### src/rtl/simd_result_writer.sv
// simd_result_writer
//
// Output-side writer for the bilinear SIMD datapath. Result vectors from the
// SIMD interpolation core are buffered in a small FIFO and written as packed
// words into destination image memory. Addresses follow a row-major raster
// with a configurable row stride. Memory backpressure is honoured through a
// ready handshake.
//
// Optional feature macro: SIMD_WR_CHECKSUM_EN
//   defined   -> o_checksum is the mod-2^16 sum of every byte written this frame
//   undefined -> no accumulator; o_checksum is tied to 0
//
// Ports:
//   clk, rst            clock (rising edge) and asynchronous active-high reset
//   i_frame_start       pulse; latches the frame config and starts a frame (IDLE only)
//   i_dst_base          word address of destination pixel (0,0)
//   i_dst_words         words per output row (>= 1)
//   i_dst_rows          output rows (>= 1)
//   i_dst_stride        word distance between row starts
//   i_pixel_vec         result vector, lane 0 in bits [7:0]
//   i_valid             pulse; i_pixel_vec is valid
//   o_mem_we            write request
//   o_mem_addr          write word address
//   o_mem_wdata         write data (FIFO head)
//   i_mem_ready         memory accepts the write when o_mem_we && i_mem_ready
//   o_busy              high while a frame is running
//   o_done              one-cycle pulse after the last word is accepted
//   o_overflow          sticky; a valid vector was dropped on a full FIFO
//   o_checksum          byte checksum of accepted writes (see macro above)

module simd_result_writer #(
  parameter int LANES      = 4,
  parameter int ADDR_W     = 16,
  parameter int FIFO_DEPTH = 4
) (
  input  logic                 clk,
  input  logic                 rst,
  input  logic                 i_frame_start,
  input  logic [ADDR_W-1:0]    i_dst_base,
  input  logic [15:0]          i_dst_words,
  input  logic [15:0]          i_dst_rows,
  input  logic [ADDR_W-1:0]    i_dst_stride,
  input  logic [8*LANES-1:0]   i_pixel_vec,
  input  logic                 i_valid,
  output logic                 o_mem_we,
  output logic [ADDR_W-1:0]    o_mem_addr,
  output logic [8*LANES-1:0]   o_mem_wdata,
  input  logic                 i_mem_ready,
  output logic                 o_busy,
  output logic                 o_done,
  output logic                 o_overflow,
  output logic [15:0]          o_checksum
);

  localparam int DW = 8 * LANES;
  localparam int PW = $clog2(FIFO_DEPTH);

  typedef enum logic [1:0] {
    IDLE,
    RUN,
    DONE
  } state_t;

  state_t state, state_next;

  // Latched frame configuration
  logic [ADDR_W-1:0] stride_q;
  logic [15:0]       words_q;
  logic [15:0]       rows_q;

  // Raster position
  logic [ADDR_W-1:0] addr;
  logic [ADDR_W-1:0] row_base;
  logic [15:0]       col;
  logic [15:0]       row;

  // Result FIFO
  logic [DW-1:0]     fifo_mem [FIFO_DEPTH];
  logic [PW-1:0]     rd_ptr;
  logic [PW-1:0]     wr_ptr;
  logic [PW:0]       count;

  logic fifo_full;
  logic fifo_empty;
  logic start;
  logic accept;
  logic push;
  logic drop;
  logic flush;
  logic last_col;
  logic last_word;
  logic overflow_q;

  assign fifo_full  = (count == (PW+1)'(FIFO_DEPTH));
  assign fifo_empty = (count == '0);

  assign start  = (state == IDLE) && i_frame_start;
  assign accept = o_mem_we && i_mem_ready;

  // A full FIFO can still take a vector when its head leaves in the same cycle.
  assign push = (state == RUN) && i_valid && (!fifo_full || accept);
  assign drop = (state == RUN) && i_valid && !push;

  // Leftover entries are discarded both when leaving DONE and on a new frame.
  assign flush = start || (state == DONE);

  assign last_col  = (col == (words_q - 16'd1));
  assign last_word = accept && last_col && (row == (rows_q - 16'd1));

  assign o_mem_we    = (state == RUN) && !fifo_empty;
  assign o_mem_addr  = addr;
  assign o_mem_wdata = o_mem_we ? fifo_mem[rd_ptr] : '0;
  assign o_busy      = (state == RUN);
  assign o_done      = (state == DONE);
  assign o_overflow  = overflow_q;

  // State register
  always_ff @(posedge clk or posedge rst) begin
    if (rst) begin
      state <= IDLE;
    end else begin
      state <= state_next;
    end
  end

  // Next-state logic
  always_comb begin
    state_next = state;
    case (state)
      IDLE:    if (i_frame_start) state_next = RUN;
      RUN:     if (last_word)     state_next = DONE;
      DONE:    state_next = IDLE;
      default: state_next = IDLE;
    endcase
  end

  // Frame configuration, raster address generation and the overflow flag
  always_ff @(posedge clk or posedge rst) begin
    if (rst) begin
      stride_q   <= '0;
      words_q    <= '0;
      rows_q     <= '0;
      addr       <= '0;
      row_base   <= '0;
      col        <= '0;
      row        <= '0;
      overflow_q <= 1'b0;
    end else if (start) begin
      stride_q   <= i_dst_stride;
      words_q    <= i_dst_words;
      rows_q     <= i_dst_rows;
      addr       <= i_dst_base;
      row_base   <= i_dst_base;
      col        <= '0;
      row        <= '0;
      overflow_q <= 1'b0;
    end else begin
      if (drop) begin
        overflow_q <= 1'b1;
      end
      if (accept) begin
        if (last_col) begin
          col      <= '0;
          row      <= row + 16'd1;
          row_base <= row_base + stride_q;
          addr     <= row_base + stride_q;
        end else begin
          col  <= col + 16'd1;
          addr <= addr + ADDR_W'(1);
        end
      end
    end
  end

  // FIFO pointers and occupancy
  always_ff @(posedge clk or posedge rst) begin
    if (rst) begin
      rd_ptr <= '0;
      wr_ptr <= '0;
      count  <= '0;
    end else if (flush) begin
      rd_ptr <= '0;
      wr_ptr <= '0;
      count  <= '0;
    end else begin
      if (push) begin
        wr_ptr <= wr_ptr + PW'(1);
      end
      if (accept) begin
        rd_ptr <= rd_ptr + PW'(1);
      end
      case ({push, accept})
        2'b10:   count <= count + (PW+1)'(1);
        2'b01:   count <= count - (PW+1)'(1);
        default: count <= count;
      endcase
    end
  end

  // FIFO storage; contents are only observed through valid entries
  always_ff @(posedge clk) begin
    if (push) begin
      fifo_mem[wr_ptr] <= i_pixel_vec;
    end
  end

`ifdef SIMD_WR_CHECKSUM_EN
  logic [15:0] byte_sum;
  logic [15:0] checksum_q;

  // Sum of the lane bytes of the word currently on the bus
  always_comb begin
    byte_sum = '0;
    for (int i = 0; i < LANES; i++) begin
      byte_sum = byte_sum + 16'(o_mem_wdata[8*i +: 8]);
    end
  end

  // Accumulate accepted words; the value holds after DONE until the next frame
  always_ff @(posedge clk or posedge rst) begin
    if (rst) begin
      checksum_q <= '0;
    end else if (start) begin
      checksum_q <= '0;
    end else if (accept) begin
      checksum_q <= checksum_q + byte_sum;
    end
  end

  assign o_checksum = checksum_q;
`else
  assign o_checksum = '0;
`endif

endmodule
### config.mk
export PLATFORM = sky130hd
export DESIGN_NAME = simd_result_writer
export DESIGN_NICKNAME = d
export VERILOG_FILES = /design/src/rtl/simd_result_writer.sv
export SDC_FILE = /design/constraint.sdc
export NUM_CORES = 1
export LEC_CHECK = 0
export CAP_MARGIN = 20
export CORE_MARGIN = 2
export CORE_UTILIZATION = 55
export DETAILED_ROUTE_END_ITERATION = 10
export PLACE_DENSITY_LB_ADDON = 0.05
export SLEW_MARGIN = 20
export SYNTH_ARGS = -nofsm -noshare
export SYNTH_HDL_FRONTEND = slang
export SYNTH_SLANG_ARGS = --single-unit
export TNS_END_PERCENT = 1
### constraint.sdc
create_clock -name clk -period 10 [get_ports clk]
set_clock_uncertainty 0.2 [all_clocks]
set_input_delay 2.5 -clock clk [delete_from_list [all_inputs] [get_ports clk]]
set_output_delay 2.5 -clock clk [all_outputs]
set_load 0.005 [all_outputs]
==> qor.yml, run 1 <==
p_switching_mw: 0.8112
cts_hold_buf: 0
fp.dieW_um: 154.9
place_congestion: 0.8298
cts.clk_slew.worst_paths_ps: 60
seqPwrFrac_pct: 42.0
start_util_pct: 55.67
syn_area_per_cell_sq_um: 11.22
synth_compound_gate_area_share_pct: 8.199
dp_slack_ps: 4866
grt_max_degree: 93
ios: 169
drive_gt1_share_pct: 7.808
ys_ff_latch: 250
cts_made_buffers: 26
ys_types: 63
cts_resized: 0
ant_nets: 0
antenna_found_initial: 0
grt_use_met3_pct: 3.593
post_cts.repair.setup_buffers: 0
start_kind: "flop"
status: "complete, no violations"
pwr-share-comb_pct: 26.6
use_met2_pct: 37.25
dp_hpwl_mm: 17.40
via_per_inst: 5.652
ys_seq_area_share_pct: 55.05
hold_violations: 0
fin_crit_sh_pct: 53.87
pwr-share-clk_pct: 31.4
async_flop_share_pct: 48.80
syn_inst: 1117
ctsRootBufferMaster: "clkbuf_16"
syn2layout_area_growth_pct: 20.20
layout_min_cycle_time_ps: 5387
worstMarginPinSlew_ps: 1071
drc_errors: 0
setup_viol: 0
antenna-diode-count: 0
grt_pass1_vias: 8597
synthAdderAreaFrac_pct: 2.716
p_int_mw: 2.305
multi_input_area_sq_um: 5256
fin_nets: 1377
htreeDepth: 1
leakagePower_nw: 6.182
drv_slew: 0
fp.dieH_um: 154.9
setup-tns-final_ps: 0
busiest_layer: "met2"
track_usage_pct: 22.58
synth_xor_area_share_pct: 5.103
synthMuxAreaShare_pct: 7.610
hold_class: "flop to flop"
synth_area_leaders: "edfxtp_1 31%, dfrtp_1 24%, nand2_1 6.0%, mux4_2 5.8%, xnor2_1 2.8%"
yosys_warnings: 0
drt_iter0_drc: 470
drt_pass1_iterations: 5
critPathKind: "flop to output port"
synth_simple_gate_area_share_pct: 17.80
synth_top_family_by_area: "simple AND/OR/NAND/NOR gates"
ff_latch_area_sq_um: 6898
met1_usage_pct: 32.27
num_vias: 8778
synth_top_area_share_pct: 30.68
fill_cells: 1789
synth_edf_count: 128
rows: 55
swShare_pct: 26.04
ir_drop_uv: 173.6
wl_per_cell_um: 17.26
cts_buffer_depth: 3
clkSinkCount: 250
layout_setup_ws_ps: 4613
rsz0062_at_grt: "no"
crit_fanout: 32
fmax_mhz: 185.6
syn_area_sq_um: 12530
drt-total-wl_mm: 26.80
layout_commonest_cell: "nand2_1"
grt_pass1_wl_mm: 43.97
cts_tree: "built"
die_area_sq_um: 24000
cap_viol_max_count: 0
cp_data_required_time_ps: 7300
core-area_sq_um: 22500
slew_headroom_pct: 28.37
portBuffers: 152
clkLatencyLatePin_ps: 530
power_density_nw_per_um2: 206.9
mostFrequentLayoutCells: "200 x nand2_1, 152 x clkdlybuf4s50_1, 128 x edfxtp_1, 121 x dfrtp_1, 60 x nand3_1"
synthFlopType: "edfxtp_1"
synth_top_cell_by_area: "edfxtp_1"
worst_setup_path_end_kind: "output port"
worstPathArrival_ps: 2690
overflow: 0
[sequential cells by signal, summed over array words and instances, names as in the netlist]
| signal | flops |
|---|---|
| state | 2 |
| row | 16 |
| o_mem_addr | 16 |
| row_base | 16 |
| words_q | 16 |
| wr_ptr | 2 |
| fifo_mem | 128 |
| o_overflow | 1 |
| rd_ptr | 2 |
| stride_q | 16 |
| count | 3 |
| rows_q | 16 |
| col | 16 |
[power by group through the flow]
stage | Sequential, mW | Combinational, mW | Clock, mW
global route | 1.32 | 0.905 | 1.03
global placement | 1.32 | 0.832 | 0
finish | 1.31 | 0.829 | 0.978
floorplan | 1.30 | 0.482 | 0
detailed placement | 1.33 | 0.843 | 0
CTS | 1.31 | 0.848 | 0.995
[cell usage after synthesis, types with 6 or more instances]
library cell	count
a211oi_1	6
buf_1	10
clkbuf_1	39
o21ai_0	35
or3_1	15
mux2i_1	21
a21o_1	7
a21oi_1	37
and3_1	20
xor2_1	33
inv_1	20
buf_4	19
nand2b_1	6
nor2b_1	8
o31ai_1	7
dfrtp_1	122
nand4_1	11
nor3_1	14
and2_1	42
a31oi_1	20
ha_1	24
nand3_1	60
mux4_2	32
nand2_1	201
edfxtp_1	128
o211ai_1	15
xnor2_1	40
nor2_1	48
nor4_1	9
[through the flow]
step           instances  utilization, %  instance area (sq um)  hold WS [ps]  power [mW]
2_1_floorplan       1132               -                  12580         252.3       1.783
4_1_cts             1553           66.92                  15060         291.2       3.152
5_1_grt             1553           66.92                  15060         320.2       3.259
3_5_place_dp        1507           63.10                  14200         276.2       2.170
6_report            1553           66.92                  15060         293.7       3.116
3_3_place_gp        1507           63.10                  14200         273.7       2.154
[layer usage]
metal / share of wire, % / vias up
met5: 0 / -
met4: 1.6 / 0
met3: 4.9 / 34
met2: 48 / 206
met1: 46 / 4266
li1: - / 4272
[path summary, 6_finish.rpt]
check | slack (ps) | endpoint | cells after the start | start
max in group asynchronous | 6020 | o_mem_addr[14] | 3 | rst
min reg2reg | 290 | stride_q[12] | 2 | stride_q[12]
max | 4610 | o_mem_wdata[20] | 4 | rd_ptr[0]
min in group asynchronous | 2330 | stride_q[13] | 2 | rst
max reg2reg | 5990 | row[4] | 9 | words_q[3]
min | 290 | stride_q[12] | 2 | stride_q[12]
[worst max-delay path: stages, from the launching register on]
cell and delay (ps):
dfrtp_2 380, buf_4 520, mux4_2 610, and2_1 180, clkdlybuf4s50_1 440
[logic make-up after synthesis]
family                   count (synthesis)
AO/OA/AOI/OAI                          160
multiplexers                            55
buffers and inverters                   94
XOR/XNOR                                73
other                                    1
AND/OR/NAND/NOR                        458
adder cells (fa/ha/maj)                 26
flip-flops                             250
[layout make-up]
| type | instances | share of cell area (%) |
|---|---|---|
| Multi-Input combinational cell | 788 | 34.90 |
| Sequential cell | 250 | 45.80 |
| Clock inverter | 16 | 1.147 |
| Tap cell | 285 | 2.368 |
| Inverter | 20 | 0.5151 |
| Clock buffer | 30 | 4.561 |
| Timing Repair Buffer | 164 | 10.70 |
Note: power is estimated with default switching activity, not from simulation.
==> run 2: changes to the inputs <==
- clock period: 10 -> 5 ns (I/O delays scaled with it)
==> run 2 against run 1 <==
Cell count up 0.58%. Die area did not move. Combinational power up 100%. Core utilization is 0.32 points higher. Via count up 1.2%. Critical endpoint is now o_mem_wdata[26]. Largest cell class unchanged. Highest routed layer unchanged.
==> qor.yml, run 2 (synthesis results as in run 1) <==
syn2layout_area_growth_pct: 20.77
largest_reg_flops: 128  # unchanged
start_kind: "flop"
ctsRootBufferMaster: "clkbuf_16"
hold_violations: 0  # unchanged
fin_crit_sh_pct: 80.89
clkSinkCount: 250  # unchanged
fp.dieW_um: 154.9  # unchanged
fp.dieH_um: 154.9  # unchanged
layout_min_cycle_time_ps: 4044
fin_nets: 1383  # +0.44%
grt_max_degree: 84  # -9.7%
leakagePower_nw: 6.226  # +0.70%
cts_resized: 0  # unchanged
rows: 55  # unchanged
htreeDepth: 1  # unchanged
overflow: 0  # unchanged
cts.clk_slew.worst_paths_ps: 60  # about the same
ant_nets: 0  # unchanged
top_register: "fifo_mem"
fill_cells: 1722  # -3.7%
ios: 169  # unchanged
critPathKind: "flop to output port"
cts_made_buffers: 27  # +3.8%
hold_class: "flop to flop"
place_congestion: 0.8175  # -1.5%
layout_commonest_cell: "nand2_1"
worstPathArrival_ps: 2590  # -100 ps
drive_gt1_share_pct: 8.457  # +0.65 points
cp_data_required_time_ps: 3550  # -3750 ps
worst_setup_path_end_kind: "output port"
slew_headroom_pct: 25.97  # -2.4 points
via_per_inst: 5.687  # +0.61%
cts_tree: "built"
cts_hold_buf: 0  # unchanged
die_area_sq_um: 24000  # unchanged
grt_pass1_wl_mm: 45.30  # +3.0%
worstMarginPinSlew_ps: 1106  # +35.89 ps
cap_viol_max_count: 0  # unchanged
mostFrequentLayoutCells: "200 x nand2_1, 152 x clkdlybuf4s50_1, 128 x edfxtp_1, 121 x dfrtp_1, 60 x nand3_1"
num_vias: 8883  # +1.2%
setup_viol: 0  # unchanged
crit_fanout: 26  # -19%
drc_errors: 0  # unchanged
drt_iter0_drc: 613  # +30%
dp_hpwl_mm: 18.32  # +5.2%
whs_ps: 283.9  # -9.785 ps
post-route-util_pct: 67.24  # +0.32 points
fmax_mhz: 247.3
setup-tns-final_ps: 0  # unchanged
cts_buffer_depth: 3  # unchanged
portBuffers: 152  # unchanged
power_density_nw_per_um2: 415.3  # +100%
track_usage_pct: 23.52  # +0.95 points
antenna_found_initial: 0  # unchanged
post_cts.repair.setup_buffers: 0  # unchanged
ir_drop_uv: 393.9  # +130%
grt_pass1_vias: 8839  # +2.8%
rsz0062_at_grt: "no"
status: "complete, no violations"
drt-total-wl_mm: 27.89  # +4.1%
wl_per_cell_um: 17.85  # +3.5%
antenna-diode-count: 0  # unchanged
drt_pass1_iterations: 7  # +2
clkLatencyLatePin_ps: 550  # +20 ps
start_util_pct: 55.67  # unchanged
drv_slew: 0  # unchanged
core-area_sq_um: 22500  # unchanged
[run 2: final cells by class]
class                           instances  area, sq um  area share, %
Timing Repair Buffer                  169         1662          10.98
Clock buffer                           41        798.3          5.276
Inverter                               20        77.57         0.5127
Sequential cell                       250         6898          45.59
Multi-Input combinational cell        788         5255          34.73
Clock inverter                          9        83.83         0.5540
Tap cell                              285        356.6          2.357
[run 2: layer usage]
layer	GRT usage (%)	wire length, um	up-vias
met5	0	0	-
met2	39.77	13370	266
li1	-	-	4287
met3	3.510	1585	38
met4	5.600	458	0
met1	32.48	12470	4292
[run 2: power breakdown]
part | internal (mW) | total [mW] | switching (mW)
registers | 2.47 | 2.64 | 0.168
logic | 0.975 | 1.69 | 0.712
clock network | 1.15 | 1.96 | 0.805
[run 2: critical path, cell delays in order, from the launching register on]
cell             delay (ps)
dfrtp_2                 580
buf_12                  280
mux4_2                  530
and2_1                  200
clkdlybuf4s50_1         450
[run 2: final timing paths]
check,start,end,slack (ps),cells past startpoint
max in group asynchronous,rst,row_base[0],2750,3
min reg2reg,stride_q[12],stride_q[12],280,2
min in group asynchronous,rst,row_base[15],980,2
min,stride_q[12],stride_q[12],280,2
max reg2reg,words_q[3],col[5],1320,9
max,rd_ptr[0],o_mem_wdata[26],960,4
[run 2: stage by stage]
step | total power [mW] | worst slack [ps] | cell area [sq um] | std cells
CTS | 6.350 | 904.9 | 15130 | 1562
floorplan | 3.566 | 307.5 | 12580 | 1132
global placement | 4.351 | 1137 | 14250 | 1512
global route | 6.575 | 840.4 | 15130 | 1562
detailed placement | 4.384 | 1126 | 14250 | 1512
finish | 6.284 | 955.7 | 15130 | 1562
==> run 3: changes to the inputs <==
- clock period: 5 -> 4.19 ns (I/O delays scaled with it)
==> run 3 against run 2 <==
Sequential share of layout area shrank 0.27 points. Largest power group unchanged. Critical path depth grew 1. First-iteration DRC count shrank 10%. Combinational power grew 19%. Critical endpoint is now o_mem_wdata[2]. Clock power grew 23%. Largest cell class unchanged. Highest routed layer unchanged. Worst setup slack lost 680 ps. Die area is the same. Final area grew 0.60%. Hold slack gained 9.8 ps.
==> qor.yml, run 3 (synthesis results as in run 1) <==
cpMaxStageDelayCell: "clkdlybuf4s50_1"
leakagePower_nw: 6.255  # +0.46%
ios: 169  # unchanged
cpPeakStageDelay_ps: 520  # -60 ps
finalInstanceArea_sq_um: 15220  # +0.60%
num_vias: 8792  # -1.0%
clkSinkCount: 250  # unchanged
worstMarginPinSlew_ps: 920.3  # -186.1 ps
rsz0062_at_grt: "no"
cts.clk_slew.worst_paths_ps: 60  # about the same
cts_buffer_depth: 3  # unchanged
dp_hpwl_mm: 18.04  # -1.5%
largest_reg_flops: 128  # unchanged
place_area_sq_um: 14320  # +0.48%
setup_viol: 0  # unchanged
layout_commonest_cell: "nand2_1"
worstPathArrival_ps: 2670  # +80 ps
setup-tns-final_ps: 0  # unchanged
drt_iter0_drc: 551  # -10%
grt_pass1_vias: 8610  # -2.6%
syn2layout_area_growth_pct: 21.50
track_usage_pct: 23.04  # -0.49 points
start_util_pct: 55.67  # unchanged
drive_gt1_share_pct: 8.665  # +0.21 points
ir_drop_uv: 345.0  # -12%
crit_fanout: 26  # unchanged
portBuffers: 152  # unchanged
ctsRootBufferMaster: "clkbuf_16"
slew_headroom_pct: 38.65  # +13 points
cp_data_required_time_ps: 2940  # -610 ps
cts_resized: 0  # unchanged
drv_slew: 0  # unchanged
cts_hold_buf: 0  # unchanged
clkLatencyLatePin_ps: 540  # about the same
crit_chain: "nor2b_1 > o31a_1 > buf_4 > and2_1 > clkdlybuf4s50_1"
antenna_found_initial: 0  # unchanged
fmax_mhz: 255.5
layout_min_cycle_time_ps: 3914
cts_tree: "built"
rows: 55  # unchanged
fp.dieW_um: 154.9  # unchanged
status: "complete, no violations"
start_kind: "flop"
antenna-diode-count: 0  # unchanged
overflow: 0  # unchanged
power_density_nw_per_um2: 497.4  # +20%
hold_class: "flop to flop"
drt_pass1_iterations: 5  # -2
drt-total-wl_mm: 27.06  # -3.0%
via_per_inst: 5.614  # -1.3%
mostFrequentLayoutCells: "200 x nand2_1, 152 x clkdlybuf4s50_1, 128 x edfxtp_1, 121 x dfrtp_1, 60 x nand3_1"
ant_nets: 0  # unchanged
hold_violations: 0  # unchanged
fin_nets: 1387  # +0.29%
htreeDepth: 1  # unchanged
cts_made_buffers: 27  # unchanged
fill_cells: 1741  # +1.1%
drc_errors: 0  # unchanged
fin_crit_sh_pct: 93.41
grt_max_degree: 102  # +21%
critPathKind: "flop to output port"
wl_per_cell_um: 17.28  # -3.2%
place_congestion: 0.8166  # -0.11%
core-area_sq_um: 22500  # unchanged
grt_pass1_wl_mm: 44.75  # -1.2%
worst_setup_path_end_kind: "output port"
die_area_sq_um: 24000  # unchanged
fp.dieH_um: 154.9  # unchanged
top_register: "fifo_mem"
post_cts.repair.setup_buffers: 0  # unchanged
cap_viol_max_count: 0  # unchanged
run 3: area by class of cell:
class                           instances  area [sq um]  share of cell area (%)
Clock inverter                         14         172.7                   1.134
Inverter                               20         78.83                  0.5178
Multi-Input combinational cell        788          5258                   34.54
Tap cell                              285         356.6                   2.343
Clock buffer                           36         729.5                   4.792
Sequential cell                       250          6898                   45.31
Timing Repair Buffer                  173          1729                   11.36
run 3: path summary, 6_finish.rpt:
path                             start  depth (start not counted)  slack [ps]        endpoint
setup / recovery              state[0]                          5         280  o_mem_wdata[2]
hold / removal             stride_q[0]                          2         290     stride_q[0]
setup reg to reg            words_q[3]                          9         530         row[10]
hold reg to reg            stride_q[0]                          2         290     stride_q[0]
max in group asynchronous          rst                          3        2150   o_mem_addr[8]
min in group asynchronous          rst                          2         730    stride_q[14]
run 3: metrics by stage:
step	setup WS, ps	utilization (%)	total power, mW	instances	hold WS (ps)
2_1_floorplan	1014	-	4.256	1132	252.3
3_3_place_gp	702.9	63.63	5.210	1516	270.0
3_5_place_dp	574.3	63.63	5.236	1516	275.5
4_1_cts	214.7	67.63	7.662	1566	294.3
5_1_grt	25.13	67.65	7.936	1566	309.1
6_report	276.0	67.65	7.572	1566	293.8
run 3: report_power, final:
part           leakage, nW  switching, mW  internal, mW
Clock                0.441          0.939          1.47
Combinational         3.02          0.830          1.18
Sequential            2.80          0.210          2.95
Total                 6.25           1.98          5.59
run 3: critical path, delay by kind of cell, from the launching register on:
| family | cells | cell delay (ps) |
|---|---|---|
| buffers and inverters | 2 | 840 |
| DFF | 1 | 350 |
| AOI/OAI and AO/OA | 1 | 420 |
| and+or+nand+nor | 2 | 530 |
run 3: layer usage:
layer | routed length (um) | global-route usage (%) | vias up
li1 | - | - | 4283
met3 | 1184 | 3.398 | 32
met1 | 12560 | 33.23 | 4275
met2 | 12920 | 37.93 | 202
met5 | 0 | 0 | -
met4 | 397 | 4.409 | 0
